===== config.mk =====
export PLATFORM = sky130hd
export DESIGN_NAME = noc_local_endpoint
export DESIGN_NICKNAME = d
export VERILOG_FILES = /design/src/rtl/noc_local_endpoint.sv
export SDC_FILE = /design/constraint.sdc
export NUM_CORES = 1
export LEC_CHECK = 0
export ABC_AREA = 1
export BUFFER_PORTS_ARGS = -buffer_cell sky130_fd_sc_hd__buf_2
export CAP_MARGIN = 10
export CORE_ASPECT_RATIO = 1.1
export CORE_MARGIN = 1
export CORE_UTILIZATION = 54
export DETAILED_ROUTE_END_ITERATION = 8
export GPL_TIMING_DRIVEN = 0
export PLACE_DENSITY = 0.9
export SYNTH_ARGS = -nofsm -noshare
export SYNTH_HDL_FRONTEND = slang
export SYNTH_SLANG_ARGS = --single-unit

===== constraint.sdc =====
create_clock -name clk -period 2 [get_ports clk]
set_clock_uncertainty 0.15 [all_clocks]
set_input_delay 0.2 -clock clk [delete_from_list [all_inputs] [get_ports clk]]
set_output_delay 0.2 -clock clk [all_outputs]
set_load 0.005 [all_outputs]

===== src/rtl/noc_local_endpoint.sv =====
// ---------------------------------------------------------------------------
// NocLocalEndpoint (module noc_local_endpoint)
//
// Network interface sitting on the LOCAL port of a mesh router node.
//
// TX side: the tile hands over a destination and a payload. The endpoint
// builds a flit {payload, NODE_ADDRESS, dst} in a holding register and
// presents it to the router until the router is not full on a rising edge.
// A new request can be loaded on the same edge that the previous flit
// leaves, so a steady stream moves one flit per cycle.
//
// RX side: the router's local output has no backpressure. Flits addressed
// to this node go into a small show-ahead FIFO. Flits for other nodes, and
// flits that arrive while the FIFO is full and not being popped, are dropped
// and counted.
//
// Flit layout: [2:0] dst, [5:3] src, [DATA_WIDTH-1:6] payload.
//
// Ports:
//   clk, rst_n           clock, asynchronous active-low reset
//   tx_valid/tx_ready    tile send handshake
//   tx_dst, tx_payload   destination and payload of the send request
//   NI_DATA_OUT          flit to router LOCAL_DATA_IN
//   NI_DATA_VALID_OUT    to router LOCAL_DATA_VALID_IN
//   NI_FULL_IN           from router LOCAL_FULL_OUT
//   NI_DATA_IN           from router LOCAL_DATA_OUT
//   NI_DATA_VALID_IN     from router LOCAL_DATA_VALID_OUT
//   rx_valid/rx_ready    tile receive handshake (head of RX FIFO)
//   rx_src, rx_payload   fields of the RX FIFO head entry
//   tx_cnt               flits injected, saturating at 255
//   rx_cnt               flits stored in the RX FIFO, saturating at 255
//   drop_cnt             flits dropped (overflow or misaddressed), saturating
// ---------------------------------------------------------------------------
`ifndef DATA_WIDTH
`define DATA_WIDTH 16
`endif

module noc_local_endpoint #(
  parameter logic [2:0]  NODE_ADDRESS = 3'b1,
  parameter int unsigned RX_DEPTH     = 4
) (
  input  logic                     clk,
  input  logic                     rst_n,
  input  logic                     tx_valid,
  output logic                     tx_ready,
  input  logic [2:0]               tx_dst,
  input  logic [`DATA_WIDTH-7:0]   tx_payload,
  output logic [`DATA_WIDTH-1:0]   NI_DATA_OUT,
  output logic                     NI_DATA_VALID_OUT,
  input  logic                     NI_FULL_IN,
  input  logic [`DATA_WIDTH-1:0]   NI_DATA_IN,
  input  logic                     NI_DATA_VALID_IN,
  output logic                     rx_valid,
  input  logic                     rx_ready,
  output logic [2:0]               rx_src,
  output logic [`DATA_WIDTH-7:0]   rx_payload,
  output logic [7:0]               tx_cnt,
  output logic [7:0]               rx_cnt,
  output logic [7:0]               drop_cnt
);

  localparam int unsigned DW = `DATA_WIDTH;
  localparam int unsigned AW = (RX_DEPTH > 1) ? $clog2(RX_DEPTH) : 1;
  localparam int unsigned CW = AW + 1;
  localparam logic [CW-1:0] DEPTH_C = CW'(RX_DEPTH);
  localparam logic [7:0] CNT_MAX = 8'hFF;

  // FIFO entries keep only src and payload; dst is known to be ours.
  localparam int unsigned EW = DW - 3;

  typedef enum logic {
    IDLE = 1'b0,
    SEND = 1'b1
  } txState_e;

  // -------------------------------------------------------------------------
  // TX path
  // -------------------------------------------------------------------------
  txState_e        state_q, state_d;
  logic [DW-1:0]   flit_q, flit_d;
  logic            txLoad;
  logic            txXfer;

  // A flit leaves whenever we are presenting one and the router has room.
  assign txXfer = (state_q == SEND) && !NI_FULL_IN;
  assign txLoad = tx_valid && tx_ready;

  // State register.
  always_ff @(posedge clk or negedge rst_n) begin
    if (!rst_n) begin
      state_q <= IDLE;
    end else begin
      state_q <= state_d;
    end
  end

  // Next-state logic. While SEND is blocked by the router everything holds;
  // once the flit leaves we stay in SEND only if a new request is loaded.
  always_comb begin
    state_d = state_q;
    unique case (state_q)
      IDLE: begin
        if (tx_valid) begin
          state_d = SEND;
        end
      end
      SEND: begin
        if (!NI_FULL_IN) begin
          state_d = tx_valid ? SEND : IDLE;
        end
      end
      default: state_d = IDLE;
    endcase
  end

  // Output logic. tx_ready follows NI_FULL_IN combinationally so a blocked
  // flit is never overwritten while it is still being presented.
  always_comb begin
    tx_ready          = 1'b0;
    NI_DATA_VALID_OUT = 1'b0;
    unique case (state_q)
      IDLE: begin
        tx_ready = 1'b1;
      end
      SEND: begin
        tx_ready          = !NI_FULL_IN;
        NI_DATA_VALID_OUT = 1'b1;
      end
      default: begin
        tx_ready          = 1'b0;
        NI_DATA_VALID_OUT = 1'b0;
      end
    endcase
  end

  // Holding register: only changes on an accepted request, which can only
  // happen when nothing is being presented or the current flit is leaving.
  always_comb begin
    flit_d = flit_q;
    if (txLoad) begin
      flit_d = {tx_payload, NODE_ADDRESS, tx_dst};
    end
  end

  always_ff @(posedge clk or negedge rst_n) begin
    if (!rst_n) begin
      flit_q <= '0;
    end else begin
      flit_q <= flit_d;
    end
  end

  assign NI_DATA_OUT = flit_q;

  // -------------------------------------------------------------------------
  // RX path
  // -------------------------------------------------------------------------
  logic [EW-1:0]   mem_q [RX_DEPTH];
  logic [AW-1:0]   wrPtr_q, wrPtr_d;
  logic [AW-1:0]   rdPtr_q, rdPtr_d;
  logic [CW-1:0]   count_q, count_d;
  logic            rxAddrOk;
  logic            rxFull;
  logic            rxPop;
  logic            rxPush;
  logic            rxDrop;
  logic [EW-1:0]   rxHead;

  // A pop needs a non-empty FIFO, so a push+pop on an empty FIFO is just a
  // push. A full FIFO that is popped this cycle still accepts a write.
  assign rxAddrOk = (NI_DATA_IN[2:0] == NODE_ADDRESS);
  assign rxFull   = (count_q == DEPTH_C);
  assign rx_valid = (count_q != '0);
  assign rxPop    = rx_valid && rx_ready;
  assign rxPush   = NI_DATA_VALID_IN && rxAddrOk && (!rxFull || rxPop);
  assign rxDrop   = NI_DATA_VALID_IN && !rxPush;

  // Pointer and occupancy next-state. Pointers wrap naturally because the
  // depth is a power of two.
  always_comb begin
    wrPtr_d = wrPtr_q;
    rdPtr_d = rdPtr_q;
    count_d = count_q;
    if (rxPush) begin
      wrPtr_d = wrPtr_q + AW'(1);
    end
    if (rxPop) begin
      rdPtr_d = rdPtr_q + AW'(1);
    end
    unique case ({rxPush, rxPop})
      2'b10:   count_d = count_q + CW'(1);
      2'b01:   count_d = count_q - CW'(1);
      default: count_d = count_q;
    endcase
  end

  always_ff @(posedge clk or negedge rst_n) begin
    if (!rst_n) begin
      wrPtr_q <= '0;
      rdPtr_q <= '0;
      count_q <= '0;
    end else begin
      wrPtr_q <= wrPtr_d;
      rdPtr_q <= rdPtr_d;
      count_q <= count_d;
    end
  end

  // Storage array needs no reset: the occupancy counter decides what is
  // valid, and reset empties it.
  always_ff @(posedge clk) begin
    if (rxPush) begin
      mem_q[wrPtr_q] <= NI_DATA_IN[DW-1:3];
    end
  end

  // Show-ahead: the head entry is always on the outputs.
  assign rxHead     = mem_q[rdPtr_q];
  assign rx_src     = rxHead[2:0];
  assign rx_payload = rxHead[EW-1:3];

  // -------------------------------------------------------------------------
  // Statistics counters, all saturating at 255.
  // -------------------------------------------------------------------------
  logic [7:0] txCnt_q, rxCnt_q, dropCnt_q;

  always_ff @(posedge clk or negedge rst_n) begin
    if (!rst_n) begin
      txCnt_q <= '0;
    end else if (txXfer && (txCnt_q != CNT_MAX)) begin
      txCnt_q <= txCnt_q + 8'd1;
    end
  end

  always_ff @(posedge clk or negedge rst_n) begin
    if (!rst_n) begin
      rxCnt_q <= '0;
    end else if (rxPush && (rxCnt_q != CNT_MAX)) begin
      rxCnt_q <= rxCnt_q + 8'd1;
    end
  end

  always_ff @(posedge clk or negedge rst_n) begin
    if (!rst_n) begin
      dropCnt_q <= '0;
    end else if (rxDrop && (dropCnt_q != CNT_MAX)) begin
      dropCnt_q <= dropCnt_q + 8'd1;
    end
  end

  assign tx_cnt   = txCnt_q;
  assign rx_cnt   = rxCnt_q;
  assign drop_cnt = dropCnt_q;

endmodule


=== Word-level counts from Yosys, hierarchy flattened ===
Memories as Yosys holds them, arrays and structs flattened.
Index checks and enable logic that the tools add are counted.
W data, S select, Z words.

* Add/subtract/negate cells: 7
* Equality and inequality tests: 7
* Mux-type cells: 8
* Bitwise logic cells: 1
* Reductions and logical operators: 15

{| class="wikitable"
|+ Operators with widths
! kind !! number
|-
| $add A8 B1 Y8 const B || 3
|-
| $ne A8 B8 Y1 const B || 3
|-
| $logic_and A1 B1 Y1 || 9
|-
| $pmux W3 S2 || 1
|-
| $mux W1 || 5
|-
| $add A2 B1 Y2 const B || 2
|-
| $pmux W1 S2 || 2
|-
| $add A3 B1 Y3 const B || 1
|-
| $eq A3 B1 Y1 const B || 1
|-
| $eq A3 B3 Y1 const B || 1
|-
| $logic_not A1 Y1 || 3
|-
| $reduce_bool A3 Y1 || 1
|-
| $sub A3 B1 Y3 const B || 1
|-
| $eq A2 B1 Y1 const B || 1
|-
| $eq A2 B2 Y1 const B || 1
|-
| $reduce_bool A2 Y1 || 1
|-
| $logic_or A1 B1 Y1 || 1
|-
| $not A1 Y1 || 1
|}

* Register bits: 46
* RAM bits: 52
* Bits of input ports: 35
* Output and inout port bits: 56
* Memories: 1

{| class="wikitable"
|+ Memory list
! memory !! words !! width !! rd ports !! clocked after Yosys merged registers in !! wr ports !! RTL line !! RTL
|-
| mem_q || 4 || 13 || 1 || 0 || 1 || 158 || <nowiki>logic [EW-1:0] mem_q [RX_DEPTH];</nowiki>
|}

=== Depth between registers and ports, before layout ===
* Word-level depth: 7
* Gate-level depth with buffers: 9
* Gate-level depth less buffers: 9

=== Worst setup path after synthesis ===
Ideal clock, no wire load.

* Path kind: register -> register
* Start: register wrPtr_q[0]
* End: memory mem_q[2][0] in the netlist's numbering (enable)
* Library setup time: 0.382 ns
* Arrival time: 1.242 ns
* Setup slack: 0.226 ns
* Cell stages (with the launch flop): 5
* Path buffers: 0
* Period minus slack after synthesis: 1.774 ns
* Cell sequence: dfrtp_1 > inv_1 > ha_1 > inv_1 > nor2_1

{| class="wikitable"
|+ RTL lines
! what !! RTL line !! RTL
|-
| from (decl) || 159 || <nowiki>logic [AW-1:0] wrPtr_q, wrPtr_d;</nowiki>
|-
| from (signal assigned) || 203 || <nowiki>wrPtr_q <= wrPtr_d;</nowiki>
|-
| to (decl) || 158 ||
|}

No word-level cell before the write port.

=== Worst setup path after layout ===
* Start: register wrPtr_q[0]
* End: memory mem_q[2][2] in the netlist's numbering (enable)

No word-level cell before the write port.

==> flow_summary_export.csv <==
group,metric,value,unit
outcome,status,"finished clean",
critical_path,crit_required,1.83,ns
cells_and_area,fin_area,0.00534,mm^2
drt,highest_layer,"met4",
timing,rsz0062_at_grt,"no",
drt,drc,0,
synthesis,syn_inst,385,
drt,routed_wl,8.89,mm
timing,fin_crit,1.88,ns
power,leakagePower,2.39,nW
critical_path,rrSetupSlack,0.12,ns
drt,drt_iter0_markers,151,
floorplan,start_util,0.565,
synthesis,ys_ff_latch,98,
floorplan,core_area,0.00756,mm^2
critical_path,endpoint_kind,"flop",
global_route,grt_pass1_wl,14.3,mm
floorplan,dieHeight,95.2,um
cells_and_area,nNetsFinal,557,
global_route,overflow,0,
cts,cts_setup_buffers,0,
placed_design,dp_slack,-0.245,ns
synthesis,synthesis.area,0.00427,mm^2
drt,vias_per_cell,5.09,
drt,drt-met1-wl,3.68,mm
timing,final_hold_viol_count,0,
power,vdd.ir_drop.worst,627,uV
drt,wl_met3,402,um
timing,fin_crit_sh,0.940,
cells_and_area,syn_to_final_growth,25.2,%
critical_path,arrival,1.71,ns
cts,root_buffer,"clkbuf_8",
synthesis,synth_top_area_share,0.366,
critical_path,cp_max_fo,13,
cells_and_area,antennaDiodeCount,0,
cts,clkLatencyLatePin,0.35,ns
synthesis,syn_area_per_cell,11.1,um^2
placed_design,placed_area,0.00484,mm^2
global_route,track_usage,0.230,
global_route,antenna_found_initial,0,
timing,setup_viol,0,
power,total_power,5.80,mW
cts,path_clk_slew,0.10,ns
cts,cts_tree,"done",
drt,via_count,3175,
synthesis,yosys_warnings,0,
cts,cts_sinks,98,
critical_path,worst_setup_path_start_kind,"flop",
synthesis,yosysSeqAreaShare,0.636,
cts,cts_buffers,9,
cts,cts_buffer_depth,2,
cts,ctsHtreeMaxLevel,3,
synthesis,synth_cell_types,31,
cells_and_area,fillers,546,
power,p_per_area,1090,mW/mm^2
worst_hold_path,hp-class,"in2reg",
timing,hold_slack,0.117,ns
synthesis,yosysTopAreaCell,"edfxtp_1",
floorplan,rows,33,
synthesis,synthTopCellsByArea,"edfxtp_1 (37%), dfrtp_1 (27%), nand2_1 (7.5%)",
drt,wl_per_cell,14.3,um
cells_and_area,drive_gt1_frac,0.276,
timing,worst_slack,0.119,ns
drt,ant_nets,0,
timing,slew-limit-headroom,0.333,
placed_design,gp_congestion,0.825,
timing,drv_slew,0,
floorplan,dieWidth,86.8,um
floorplan,io_pins,91,
global_route,grt_pass1_vias,3114,
timing,tightest_slew,1.00,ns
drt,wl_met2,4.70,mm
drt,drt_pre_antenna_iters,4,
global_route,grt_start_max_net_pins,47,
timing,clock.fmax,0.532,GHz
floorplan,dieArea,0.00826,mm^2
run,maxCapViolations,0,
critical_path,worstSetupPathType,"reg2reg",
placed_design,dp_hpwl,5.82,mm
placed_design,portBuffers,88,
[area by class of cell]
| cell class | instances | area [um^2] | area share |
|---|---|---|---|
| inverter | 31 | 121 | 0.0227 |
| buffer | 11 | 91.3 | 0.0171 |
| multi-input combinational | 246 | 1390 | 0.260 |
| tap | 105 | 131 | 0.0246 |
| timing repair buffer | 117 | 731 | 0.137 |
| clock inverter | 6 | 40.0 | 0.00749 |
| clock buffer | 10 | 128 | 0.0239 |
| sequential | 98 | 2710 | 0.508 |
[state kept, by name (all words and copies together), names as in the netlist]
register	cells
mem_q	52
NI_DATA_OUT	14
drop_cnt	8
rx_cnt	8
tx_cnt	8
count_q	3
rdPtr_q	2
wrPtr_q	2
state_q	1
[stage by stage]
stage          utilization  instances  setup TNS [ns]
4_1_cts              0.705        624               0
2_1_floorplan            -        386               0
3_5_place_dp         0.641        579          -11.56
5_1_grt              0.707        624               0
3_3_place_gp         0.641        579           -9.43
6_report             0.707        624               0
[power by group]
part | switching (mW) | total, mW | leakage (nW) | internal, mW
Sequential | 0.266 | 2.66 | 1.04 | 2.40
Clock | 0.675 | 1.13 | 0.0885 | 0.457
Combinational | 1.12 | 2.01 | 1.26 | 0.885
[cell usage in the layout (no fill, tap or decap), types with 6 or more instances in the layout]
master         count
o21ai_1            6
o21ai_0           24
edfxtp_1          52
clkbuf_8           9
o22ai_1           13
buf_2             89
inv_1             28
nand3_1           13
xor2_1            11
nand2_1           85
xnor2_1           10
mux2_2            13
buf_4              6
ha_1               7
nor2_1            41
dfrtp_1           46
dlygate4sd3_1     29
[critical path: stages, from the launching register on]
cell	delay, ns
dfrtp_1	0.41
inv_1	0.13
ha_1	0.17
inv_1	0.05
nor2_2	0.61
[worst paths after layout]
path                            cells after the start           start              to
worst max-delay path                                4      wrPtr_q[0]     mem_q[2][2]
min in group asynchronous                           2           rst_n       tx_cnt[7]
worst max register to register                      4      wrPtr_q[0]     mem_q[2][2]
worst min register to register                      2  NI_DATA_OUT[3]  NI_DATA_OUT[3]
max in group asynchronous                           2           rst_n      rdPtr_q[0]
worst min-delay path                                6      NI_FULL_IN       tx_cnt[7]
[cells by family after synthesis]
group / after synthesis / share of synthesized area
compound gates: 48 / 0.0628
xor+xnor: 22 / 0.0469
fa+ha+maj: 8 / 0.0252
buf+inv: 42 / 0.0422
flops: 98 / 0.636
mux: 13 / 0.0343
other cells: 1 / 0.000879
simple gates: 153 / 0.152
[synth_stat cells, drive strengths merged]
| master | number |
|---|---|
| a21oi | 3 |
| buf | 7 |
| clkbuf | 4 |
| conb | 1 |
| dfrtp | 46 |
| edfxtp | 52 |
| fa | 1 |
| ha | 7 |
| inv | 31 |
| mux2 | 13 |
| nand2 | 86 |
| nand3 | 16 |
| nand3b | 1 |
| nand4 | 1 |
| nor2 | 47 |
| nor3 | 2 |
| o21ai | 32 |
| o22ai | 13 |
| xnor2 | 10 |
| xor2 | 12 |
[layer usage]
metal	track usage	vias to the layer above
met5	0	-
met4	0.0819	0
met2	0.407	106
li1	-	1538
met3	0.0459	12
met1	0.281	1519
[timing repair]
action | in CTS | in global routing
gates resized for setup | 13 | 17
pin swaps | 0 | 2
hold buffers | 29 | 0
endpoints found under the setup margin | 65 | 13
endpoints found under the hold margin | 112 | 0
(Power assumes the default switching activity.)
